### src/rtl/csr_access_ctrl_if.sv
// Bundles the two requester ports, the response port and the CSR file port
// of the CSR access controller.
interface csr_access_ctrl_if;
  // pipeline requester
  logic        p_req_valid_i;
  logic        p_req_ready_o;
  logic [1:0]  p_req_op_i;
  logic [11:0] p_req_addr_i;
  logic [31:0] p_req_wdata_i;
  // debug requester
  logic        d_req_valid_i;
  logic        d_req_ready_o;
  logic [1:0]  d_req_op_i;
  logic [11:0] d_req_addr_i;
  logic [31:0] d_req_wdata_i;
  // response
  logic        rsp_valid_o;
  logic        rsp_ready_i;
  logic        rsp_src_o;
  logic [31:0] rsp_rdata_o;
  logic        rsp_err_o;
  // CSR file
  logic [11:0] csr_rs_o;
  logic [31:0] csr_rdata_i;
  logic [11:0] csr_rd_o;
  logic [31:0] csr_wdata_o;
  logic        csr_we_o;

  // controller side
  modport slave (
    input  p_req_valid_i, p_req_op_i, p_req_addr_i, p_req_wdata_i,
    input  d_req_valid_i, d_req_op_i, d_req_addr_i, d_req_wdata_i,
    input  rsp_ready_i, csr_rdata_i,
    output p_req_ready_o, d_req_ready_o,
    output rsp_valid_o, rsp_src_o, rsp_rdata_o, rsp_err_o,
    output csr_rs_o, csr_rd_o, csr_wdata_o, csr_we_o
  );

  // requester / CSR-file side
  modport master (
    output p_req_valid_i, p_req_op_i, p_req_addr_i, p_req_wdata_i,
    output d_req_valid_i, d_req_op_i, d_req_addr_i, d_req_wdata_i,
    output rsp_ready_i, csr_rdata_i,
    input  p_req_ready_o, d_req_ready_o,
    input  rsp_valid_o, rsp_src_o, rsp_rdata_o, rsp_err_o,
    input  csr_rs_o, csr_rd_o, csr_wdata_o, csr_we_o
  );
endinterface

### src/rtl/csr_access_ctrl.sv
// CSR access controller: arbitrates pipeline and debug requests, performs a
// read-modify-write on the CSR file (READ/RW/RS/RC) and returns the old value.
module csr_access_ctrl #(
  parameter bit FAIR_EN = 1'b1
) (
  input  logic               clk_i,
  input  logic               reset_ni,
  csr_access_ctrl_if.slave   bus
);

  typedef enum logic [1:0] {IDLE, READ, WRITE, RESP} state_t;

  localparam logic [1:0] OP_READ = 2'b00;
  localparam logic [1:0] OP_RW   = 2'b01;
  localparam logic [1:0] OP_RS   = 2'b10;
  localparam logic [1:0] OP_RC   = 2'b11;

  typedef struct packed {
    logic        src;    // 0 pipeline, 1 debug
    logic [1:0]  op;
    logic [11:0] addr;
    logic [31:0] wdata;
  } req_t;

  state_t      state_q, state_d;
  req_t        req_q;
  logic [31:0] old_q;
  logic        last_grant_q;   // 1 = debug was granted last
  logic        gnt_p, gnt_d, accept;
  logic        wants_write, ro_addr, do_write, ro_err;
  logic [31:0] new_val;

  // Grant only in IDLE and never while reset is held; pipeline wins ties
  // unless fairness is on and it was the last one served.
  always_comb begin
    gnt_p = 1'b0;
    gnt_d = 1'b0;
    if (reset_ni && state_q == IDLE) begin
      if (bus.p_req_valid_i && (!bus.d_req_valid_i || !FAIR_EN || last_grant_q))
        gnt_p = 1'b1;
      else if (bus.d_req_valid_i)
        gnt_d = 1'b1;
    end
  end

  assign accept = gnt_p | gnt_d;

  // Write decision and new value, all from the latched request and old value.
  always_comb begin
    ro_addr     = (req_q.addr[11:10] == 2'b11);
    wants_write = (req_q.op == OP_RW) ||
                  ((req_q.op == OP_RS || req_q.op == OP_RC) && req_q.wdata != '0);
    do_write    = wants_write && !ro_addr;
    ro_err      = wants_write && ro_addr;
    unique case (req_q.op)
      OP_RW:   new_val = req_q.wdata;
      OP_RS:   new_val = old_q | req_q.wdata;
      OP_RC:   new_val = old_q & ~req_q.wdata;
      default: new_val = old_q;
    endcase
  end

  // State register, grant history, request latch and old-value capture.
  always_ff @(posedge clk_i or negedge reset_ni) begin
    if (!reset_ni) begin
      state_q      <= IDLE;
      last_grant_q <= 1'b1;
      req_q        <= '0;
      old_q        <= '0;
    end else begin
      state_q <= state_d;
      if (accept) begin
        last_grant_q <= gnt_d;
        req_q <= gnt_d ? req_t'{1'b1, bus.d_req_op_i, bus.d_req_addr_i, bus.d_req_wdata_i}
                       : req_t'{1'b0, bus.p_req_op_i, bus.p_req_addr_i, bus.p_req_wdata_i};
      end
      if (state_q == READ)
        old_q <= bus.csr_rdata_i;
    end
  end

  // Next-state: fixed READ->WRITE->RESP walk, leave RESP on handshake.
  always_comb begin
    state_d = state_q;
    unique case (state_q)
      IDLE:    if (accept) state_d = READ;
      READ:    state_d = WRITE;
      WRITE:   state_d = RESP;
      RESP:    if (bus.rsp_ready_i) state_d = IDLE;
      default: state_d = IDLE;
    endcase
  end

  // Outputs: everything is zero outside the state that owns it.
  always_comb begin
    bus.p_req_ready_o = gnt_p;
    bus.d_req_ready_o = gnt_d;
    bus.csr_rs_o      = '0;
    bus.csr_rd_o      = '0;
    bus.csr_wdata_o   = '0;
    bus.csr_we_o      = 1'b0;
    bus.rsp_valid_o   = 1'b0;
    bus.rsp_src_o     = 1'b0;
    bus.rsp_rdata_o   = '0;
    bus.rsp_err_o     = 1'b0;
    unique case (state_q)
      READ:  bus.csr_rs_o = req_q.addr;
      WRITE: begin
        bus.csr_rd_o    = req_q.addr;
        bus.csr_wdata_o = new_val;
        bus.csr_we_o    = do_write;
      end
      RESP: begin
        bus.rsp_valid_o = 1'b1;
        bus.rsp_src_o   = req_q.src;
        bus.rsp_rdata_o = old_q;
        bus.rsp_err_o   = ro_err;
      end
      default: ;
    endcase
  end

endmodule

### src/flat_wrapper.sv
// flat-port wrapper written by rule: the top's interface ports become plain ports
module csr_access_ctrl_flat 
#(
  parameter bit FAIR_EN = 1'b1
)
  (clk_i, reset_ni, bus_p_req_valid_i, bus_p_req_op_i, bus_p_req_addr_i, bus_p_req_wdata_i, bus_d_req_valid_i, bus_d_req_op_i, bus_d_req_addr_i, bus_d_req_wdata_i, bus_rsp_ready_i, bus_csr_rdata_i, bus_p_req_ready_o, bus_d_req_ready_o, bus_rsp_valid_o, bus_rsp_src_o, bus_rsp_rdata_o, bus_rsp_err_o, bus_csr_rs_o, bus_csr_rd_o, bus_csr_wdata_o, bus_csr_we_o);
  csr_access_ctrl_if bus_i ();
  input  logic clk_i;
  input  logic reset_ni;
  input wire logic [$bits(bus_i.p_req_valid_i)-1:0] bus_p_req_valid_i;
  input wire logic [$bits(bus_i.p_req_op_i)-1:0] bus_p_req_op_i;
  input wire logic [$bits(bus_i.p_req_addr_i)-1:0] bus_p_req_addr_i;
  input wire logic [$bits(bus_i.p_req_wdata_i)-1:0] bus_p_req_wdata_i;
  input wire logic [$bits(bus_i.d_req_valid_i)-1:0] bus_d_req_valid_i;
  input wire logic [$bits(bus_i.d_req_op_i)-1:0] bus_d_req_op_i;
  input wire logic [$bits(bus_i.d_req_addr_i)-1:0] bus_d_req_addr_i;
  input wire logic [$bits(bus_i.d_req_wdata_i)-1:0] bus_d_req_wdata_i;
  input wire logic [$bits(bus_i.rsp_ready_i)-1:0] bus_rsp_ready_i;
  input wire logic [$bits(bus_i.csr_rdata_i)-1:0] bus_csr_rdata_i;
  output wire logic [$bits(bus_i.p_req_ready_o)-1:0] bus_p_req_ready_o;
  output wire logic [$bits(bus_i.d_req_ready_o)-1:0] bus_d_req_ready_o;
  output wire logic [$bits(bus_i.rsp_valid_o)-1:0] bus_rsp_valid_o;
  output wire logic [$bits(bus_i.rsp_src_o)-1:0] bus_rsp_src_o;
  output wire logic [$bits(bus_i.rsp_rdata_o)-1:0] bus_rsp_rdata_o;
  output wire logic [$bits(bus_i.rsp_err_o)-1:0] bus_rsp_err_o;
  output wire logic [$bits(bus_i.csr_rs_o)-1:0] bus_csr_rs_o;
  output wire logic [$bits(bus_i.csr_rd_o)-1:0] bus_csr_rd_o;
  output wire logic [$bits(bus_i.csr_wdata_o)-1:0] bus_csr_wdata_o;
  output wire logic [$bits(bus_i.csr_we_o)-1:0] bus_csr_we_o;
  assign bus_i.p_req_valid_i = bus_p_req_valid_i;
  assign bus_i.p_req_op_i = bus_p_req_op_i;
  assign bus_i.p_req_addr_i = bus_p_req_addr_i;
  assign bus_i.p_req_wdata_i = bus_p_req_wdata_i;
  assign bus_i.d_req_valid_i = bus_d_req_valid_i;
  assign bus_i.d_req_op_i = bus_d_req_op_i;
  assign bus_i.d_req_addr_i = bus_d_req_addr_i;
  assign bus_i.d_req_wdata_i = bus_d_req_wdata_i;
  assign bus_i.rsp_ready_i = bus_rsp_ready_i;
  assign bus_i.csr_rdata_i = bus_csr_rdata_i;
  assign bus_p_req_ready_o = bus_i.p_req_ready_o;
  assign bus_d_req_ready_o = bus_i.d_req_ready_o;
  assign bus_rsp_valid_o = bus_i.rsp_valid_o;
  assign bus_rsp_src_o = bus_i.rsp_src_o;
  assign bus_rsp_rdata_o = bus_i.rsp_rdata_o;
  assign bus_rsp_err_o = bus_i.rsp_err_o;
  assign bus_csr_rs_o = bus_i.csr_rs_o;
  assign bus_csr_rd_o = bus_i.csr_rd_o;
  assign bus_csr_wdata_o = bus_i.csr_wdata_o;
  assign bus_csr_we_o = bus_i.csr_we_o;
  csr_access_ctrl #(.FAIR_EN(FAIR_EN)) u_core (.clk_i(clk_i), .reset_ni(reset_ni), .bus(bus_i));
endmodule
### config.mk
export PLATFORM = sky130hd
export DESIGN_NAME = csr_access_ctrl_flat
export DESIGN_NICKNAME = d
export VERILOG_FILES = /design/src/rtl/csr_access_ctrl_if.sv /design/src/rtl/csr_access_ctrl.sv /design/src/flat_wrapper.sv
export SDC_FILE = /design/constraint.sdc
export NUM_CORES = 1
export LEC_CHECK = 0
export ABC_AREA = 1
export CAP_MARGIN = 20
export CORE_MARGIN = 1.5
export CORE_UTILIZATION = 42
export CTS_CLUSTER_SIZE = 14
export DETAILED_ROUTE_END_ITERATION = 7
export GPL_TIMING_DRIVEN = 0
export PLACE_DENSITY = 0.82
export SLEW_MARGIN = 40
export SYNTH_ARGS = -nofsm -noshare
export SYNTH_HDL_FRONTEND = slang
export SYNTH_SLANG_ARGS = --single-unit
### constraint.sdc
create_clock -name clk_i -period 1.79 [get_ports clk_i]
set_clock_uncertainty 0.05 [all_clocks]
set_input_delay 0.2685 -clock clk_i [delete_from_list [all_inputs] [get_ports clk_i]]
set_output_delay 0.2685 -clock clk_i [all_outputs]
set_load 0.05 [all_outputs]
Yosys cells after proc, flatten, opt, wreduce, memory -nomap -nowiden
Cells that the tools add are included.

Bits in registers: 82. Input port bits: 129. Output and inout port bits: 94. Logic and storage cells: 51.

Multiplexer cells: 18. Reductions and logical operators: 13. Bitwise logic cells: 4. Equal/unequal tests: 9.

Operator list (count): $pmux 32 s3 (1); $mux 32 (2); $mux 47 (1); $and 32x32->32 (1); $not 32->32 (1); $or 32x32->32 (1); $reduce_bool 32->1 (1); $mux 12 (2); $eq 2x2->1 const B (5); $mux 1 (9); $pmux 2 s4 (1); $logic_and 1x1->1 (5); $eq 2x1->1 const B (2); $mux 2 (2); $logic_or 1x1->1 (3); $logic_not 1->1 (2); $logic_not 2->1 (1); $ne 2x1->1 const B (1); $ne 2x2->1 const B (1); $reduce_and 2->1 (1); $or 1x1->1 (1).

Depth between registers and ports, before layout
Word-level depth: 8. Gate-level depth with buffers: 10. Gate-level depth less buffers: 9.

Worst setup path before layout
OpenSTA, ideal clock, no wires.

Path type: reg-to-output. Start point: register u_core.state_q[0]. End point: output bus_rsp_err_o. Buffers on the path: 1. Data arrival time: 1.888 ns. Setup slack: -0.416 ns. Cell stages (with the launch flop): 5. Data required time: 1.471 ns. Cells stage by stage: dfrtp_1 > ha_1 > clkbuf_1 > nand3_1 > nor2_1.

Cells in the longest elaborated chain, start to end: 2.

Ends and longest elaborated chain: start, declared (RTL line csr_access_ctrl.sv:25) `state_t state_q, state_d;`; start signal, assigned (RTL line csr_access_ctrl.sv:71) `state_q <= state_d;`; $eq 2x2->1 (RTL line csr_access_ctrl.sv:106) `unique case (state_q)`; $mux 1 (RTL line csr_access_ctrl.sv:106); end, declared (RTL line flat_wrapper.sv:25) `output wire logic [$bits(bus_i.rsp_err_o)-1:0] bus_rsp_err_o;`.

No other way between the ends.

Worst setup path in the final report
Start point: register u_core.state_q[0]. End point: output bus_d_req_ready_o.

Cells in the longest elaborated chain, start to end: 3.

Ends and longest elaborated chain: $logic_not 2->1 (RTL line csr_access_ctrl.sv:38) `if (reset_ni && state_q == IDLE) begin`; $logic_and 1x1->1 (RTL line csr_access_ctrl.sv:38); $mux 1 (RTL line csr_access_ctrl.sv:38); end, declared (RTL line flat_wrapper.sv:21) `output wire logic [$bits(bus_i.d_req_ready_o)-1:0] bus_d_req_ready_o;`.

No other way between the ends.

==> results.txt <==
The worst path in the final design needs a cycle of 2170 ps, including I/O delays and setup. The worst path arrival time is 1850 ps. The number of cells on the worst hold path is 3. The fraction of the yosys area taken by sequential cells is 0.431. Clock tree synthesis selected as its root buffer the cell sky130_fd_sc_hd__clkbuf_16.

The slack of the worst reg-to-reg path came out at -230 ps. The slew at the pin with the worst max-slew slack came out at 374 ps. The number of nets produced by synthesis is 785. The antenna diode count is 0. Detailed routing inserted a total of 6097 vias. The worst hold path terminates at u_core.req_q[3]. In the global route stage, overall resource usage came out at 0.329. The number of CTS-inserted buffers came out at 9. The share of synthesized area in the top cell type comes to 0.425. The number of distinct library cell variants in the gate-level netlist after synthesis is 23. The total DRC errors in the routed layout is 0. Counting flops with an async set or reset pin after synthesis yields a share of 1.00. The placeable core region came out at 10900 sq um.

The number of maximum-capacitance constraint violations came out at 0. The TritonCTS clock tree is built. In this run the tightest slew margin relative to its limit is 0.750.

The number of iterations in the first detailed-routing pass came out at 8. In this run the power density over the cells is 1940 nW/um^2. The routed wire length is 22.1 mm. In the final routed layout, each cell accounts on average for 20.5 microns.

During synthesis, Yosys emitted a total of 0 warnings. The clock drives 82 sinks. The post-route fraction of the period consumed by the critical path came out at 1.21.

Setup repair after global routing could not meet its margin everywhere. The final design area excluding fillers is 9370 sq um. The initial antenna violation count is 0. For the worst flop-to-flop path, the logic depth is 11. The vias per cell is 5.64. The worst hold slack is 452 ps.

The worst voltage drop across the vdd grid is 1.25 mV. The floorplan step defined a die boundary enclosing 12000 sq um. The floorplan row count is 38.

The number of I/O port buffers came out at 222. For this run, the leading register cell type out of synthesis is sky130_fd_sc_hd__dfrtp_1. The number of standard cells after synthesis came out at 651. The clock network latency to the later pin of the worst-skew pair is 340 ps. The fraction of the core area covered by cells at the end of the flow is 0.857.

Leaving out fill and tap cells, the most frequent cell in the layout is sky130_fd_sc_hd__nand2_1. Setup violations remaining at the end of the flow were counted as 141. The startpoint of the worst register-to-register path is u_core.state_q[0]. The hold violation count in the final report came out at 0.

The die width came out at 110 microns. The synthesized area came out at 4770 sq um. Yosys mapped a number of flops with a built-in enable equal to 0.

The pin count of the biggest net entering global routing came out at 46. The leakage power figure is 4.16 nW. The clock tree buffer depth came out at 2. The critical path is of the flop to output pin type.

Derived from the worst setup path, the maximum achievable clock frequency is 461 MHz. The checks that failed: setup timing. The level count of the clock H-tree is 3. The iteration-0 DRC count of the detailed router is 632.

The classification of the worst-slack hold path is primary input to flop. STA classifies the critical path startpoint as a flop. The library cells used most frequently in the layout, excluding fill and tap cells, are sky130_fd_sc_hd__nand2_1, sky130_fd_sc_hd__clkdlybuf4s50_1, sky130_fd_sc_hd__nand3_1. The initial utilization of the core area, before any placement, comes to 0.436. The number of register bits inferred by synthesis is 82. The post-placement cell area came out at 7470 sq um. The final net count is 1071. The startpoint identified for the worst hold timing path is bus_d_req_wdata_i[3]. The fraction of layout cells with a size suffix above 1 came out at 0.431. Once detail routing completed, the nets flagged for antenna violations numbered 0. The number of placed instances, taps included, is 1014. The number of filler cells placed in the layout came out at 583. The via count of the first global-routing pass came out at 5851. The per-instance average area after synthesis is 7.32 sq um. Sorting the synthesized cells by area gives the leading types as sky130_fd_sc_hd__dfrtp_1, sky130_fd_sc_hd__nand2_1, sky130_fd_sc_hd__nand3_1. After layout, the worst setup slack is -381 ps. The worst setup path is captured at an output pin. The y dimension of the die is 110 microns. 223 I/O pins were placed. The endpoint identified for the worst register-to-register timing path is u_core.req_q[16]. The first-pass GRT wire length is 29.7 mm. The critical-path maximum fanout came out at 5. The run finished, with violations left. The HPWL after detailed placement is 12.9 mm. Relative to the synthesized area, the layout overhead comes to 96.4%. The largest area contributor in the synthesized netlist is sky130_fd_sc_hd__dfrtp_1. The finished layout holds 1081 standard cells, fillers aside. The clock-pin slew reported for the worst setup and hold paths after clock tree synthesis is 70 ps. The global-route congestion overflow total is 0. The final weighted congestion in routability-driven placement is 0.869. The max-slew violation count came out at 0. The required time reported for the critical path endpoint came out at 1470 ps.
stage by stage:
step / setup TNS [ps] / worst slack, ps / total power, mW
final: -32010 / -381 / 18.2
after CTS: -20940 / -308 / 16.5
after global routing: -36200 / -405 / 18.9
after detailed placement: -80670 / -1010 / 12.5
after floorplan: -4810 / -117 / 9.60
after global placement: -443280 / -3880 / 12.2
area by class of cell:
| type | instances | area, sq um | share of cell area |
|---|---|---|---|
| repair buffers | 276 | 3010 | 0.321 |
| multi-input cells | 453 | 2880 | 0.308 |
| flip-flops and latches | 82 | 2060 | 0.220 |
| plain buffers | 40 | 527 | 0.0562 |
| inverters | 75 | 443 | 0.0473 |
| clock buffers | 13 | 260 | 0.0278 |
| well taps | 140 | 175 | 0.0187 |
| clock inverters | 2 | 12.5 | 0.00134 |
cells in the mapped netlist (2+ instances only):
library cell                 n
sky130_fd_sc_hd__mux2_2     32
sky130_fd_sc_hd__dfrtp_1    81
sky130_fd_sc_hd__o21ai_0    33
sky130_fd_sc_hd__nand4_1     3
sky130_fd_sc_hd__nor2_2      3
sky130_fd_sc_hd__nand2_2     2
sky130_fd_sc_hd__o211ai_1    5
sky130_fd_sc_hd__clkbuf_1   12
sky130_fd_sc_hd__buf_4       6
sky130_fd_sc_hd__inv_2       4
sky130_fd_sc_hd__nor2_1     52
sky130_fd_sc_hd__inv_1      71
sky130_fd_sc_hd__a21oi_1    32
sky130_fd_sc_hd__ha_1        5
sky130_fd_sc_hd__nand2_1   191
sky130_fd_sc_hd__buf_1       3
sky130_fd_sc_hd__buf_2      20
sky130_fd_sc_hd__nand3_1    91
registers in the layout (all words and copies together) (netlist names):
signal and cells:
u_core.req_q 47, u_core.state_q 2, u_core.old_q 32, u_core.last_grant_q 1
report_power, final:
part | total, mW | internal, mW | leakage [nW] | switching [mW]
clock network | 1.74 | 1.01 | 0.132 | 0.732
registers | 3.92 | 2.78 | 0.994 | 1.14
logic | 12.6 | 5.26 | 3.04 | 7.30
worst max-delay path by stage:
stage                     slack [ps]              start                   to
final                           -380  u_core.state_q[0]    bus_d_req_ready_o
after global routing            -400  u_core.state_q[0]    bus_d_req_ready_o
after CTS                       -310  u_core.state_q[0]  bus_csr_wdata_o[22]
after detailed placement       -1010  u_core.state_q[0]  bus_csr_wdata_o[15]
after global placement         -3880           reset_ni    bus_d_req_ready_o
after floorplan                 -120  u_core.state_q[0]  bus_csr_wdata_o[10]
worst max-delay path, stage by stage (launching register included):
cell and delay, ps:
sky130_fd_sc_hd__dfrtp_1 430, sky130_fd_sc_hd__inv_2 120, sky130_fd_sc_hd__buf_4 150, sky130_fd_sc_hd__ha_4 160
sky130_fd_sc_hd__nand2_4 70, sky130_fd_sc_hd__nor2_4 130, sky130_fd_sc_hd__o21ai_4 100, sky130_fd_sc_hd__inv_2 70
sky130_fd_sc_hd__buf_6 130, sky130_fd_sc_hd__buf_8 150
routing by layer:
layer  up-vias  wire (microns)  global-route usage
met3       106            1910              0.0563
met2       434           11100               0.567
met5         -               0                   0
li1       2649               -                   -
met4         0            1260               0.173
met1      2908            7840               0.392
logic make-up (layout without fill, tap and decap cells):
logic type / after synthesis / count (layout) / synth area share
buffers and inverters: 116 / 406 / 0.101
and+or+nand+nor: 343 / 343 / 0.299
DFF: 82 / 82 / 0.431
xor gates and xnor gates: 1 / 1 / 0.00184
adders and majority gates: 5 / 5 / 0.0131
AOI/OAI and AO/OA: 72 / 72 / 0.0790
muxes: 32 / 32 / 0.0756
what timing repair did:
item / CTS / global route
pin swaps: 9 / 12
endpoints found under the hold margin: 36 / 0
buffers inserted: 23 / 21
endpoints found under the setup margin: 144 / 161
cloned: 7 / 1
resized for setup: 832 / 113
hold buffers: 2 / 0
No activity file was read; power rests on OpenSTA's default activity.
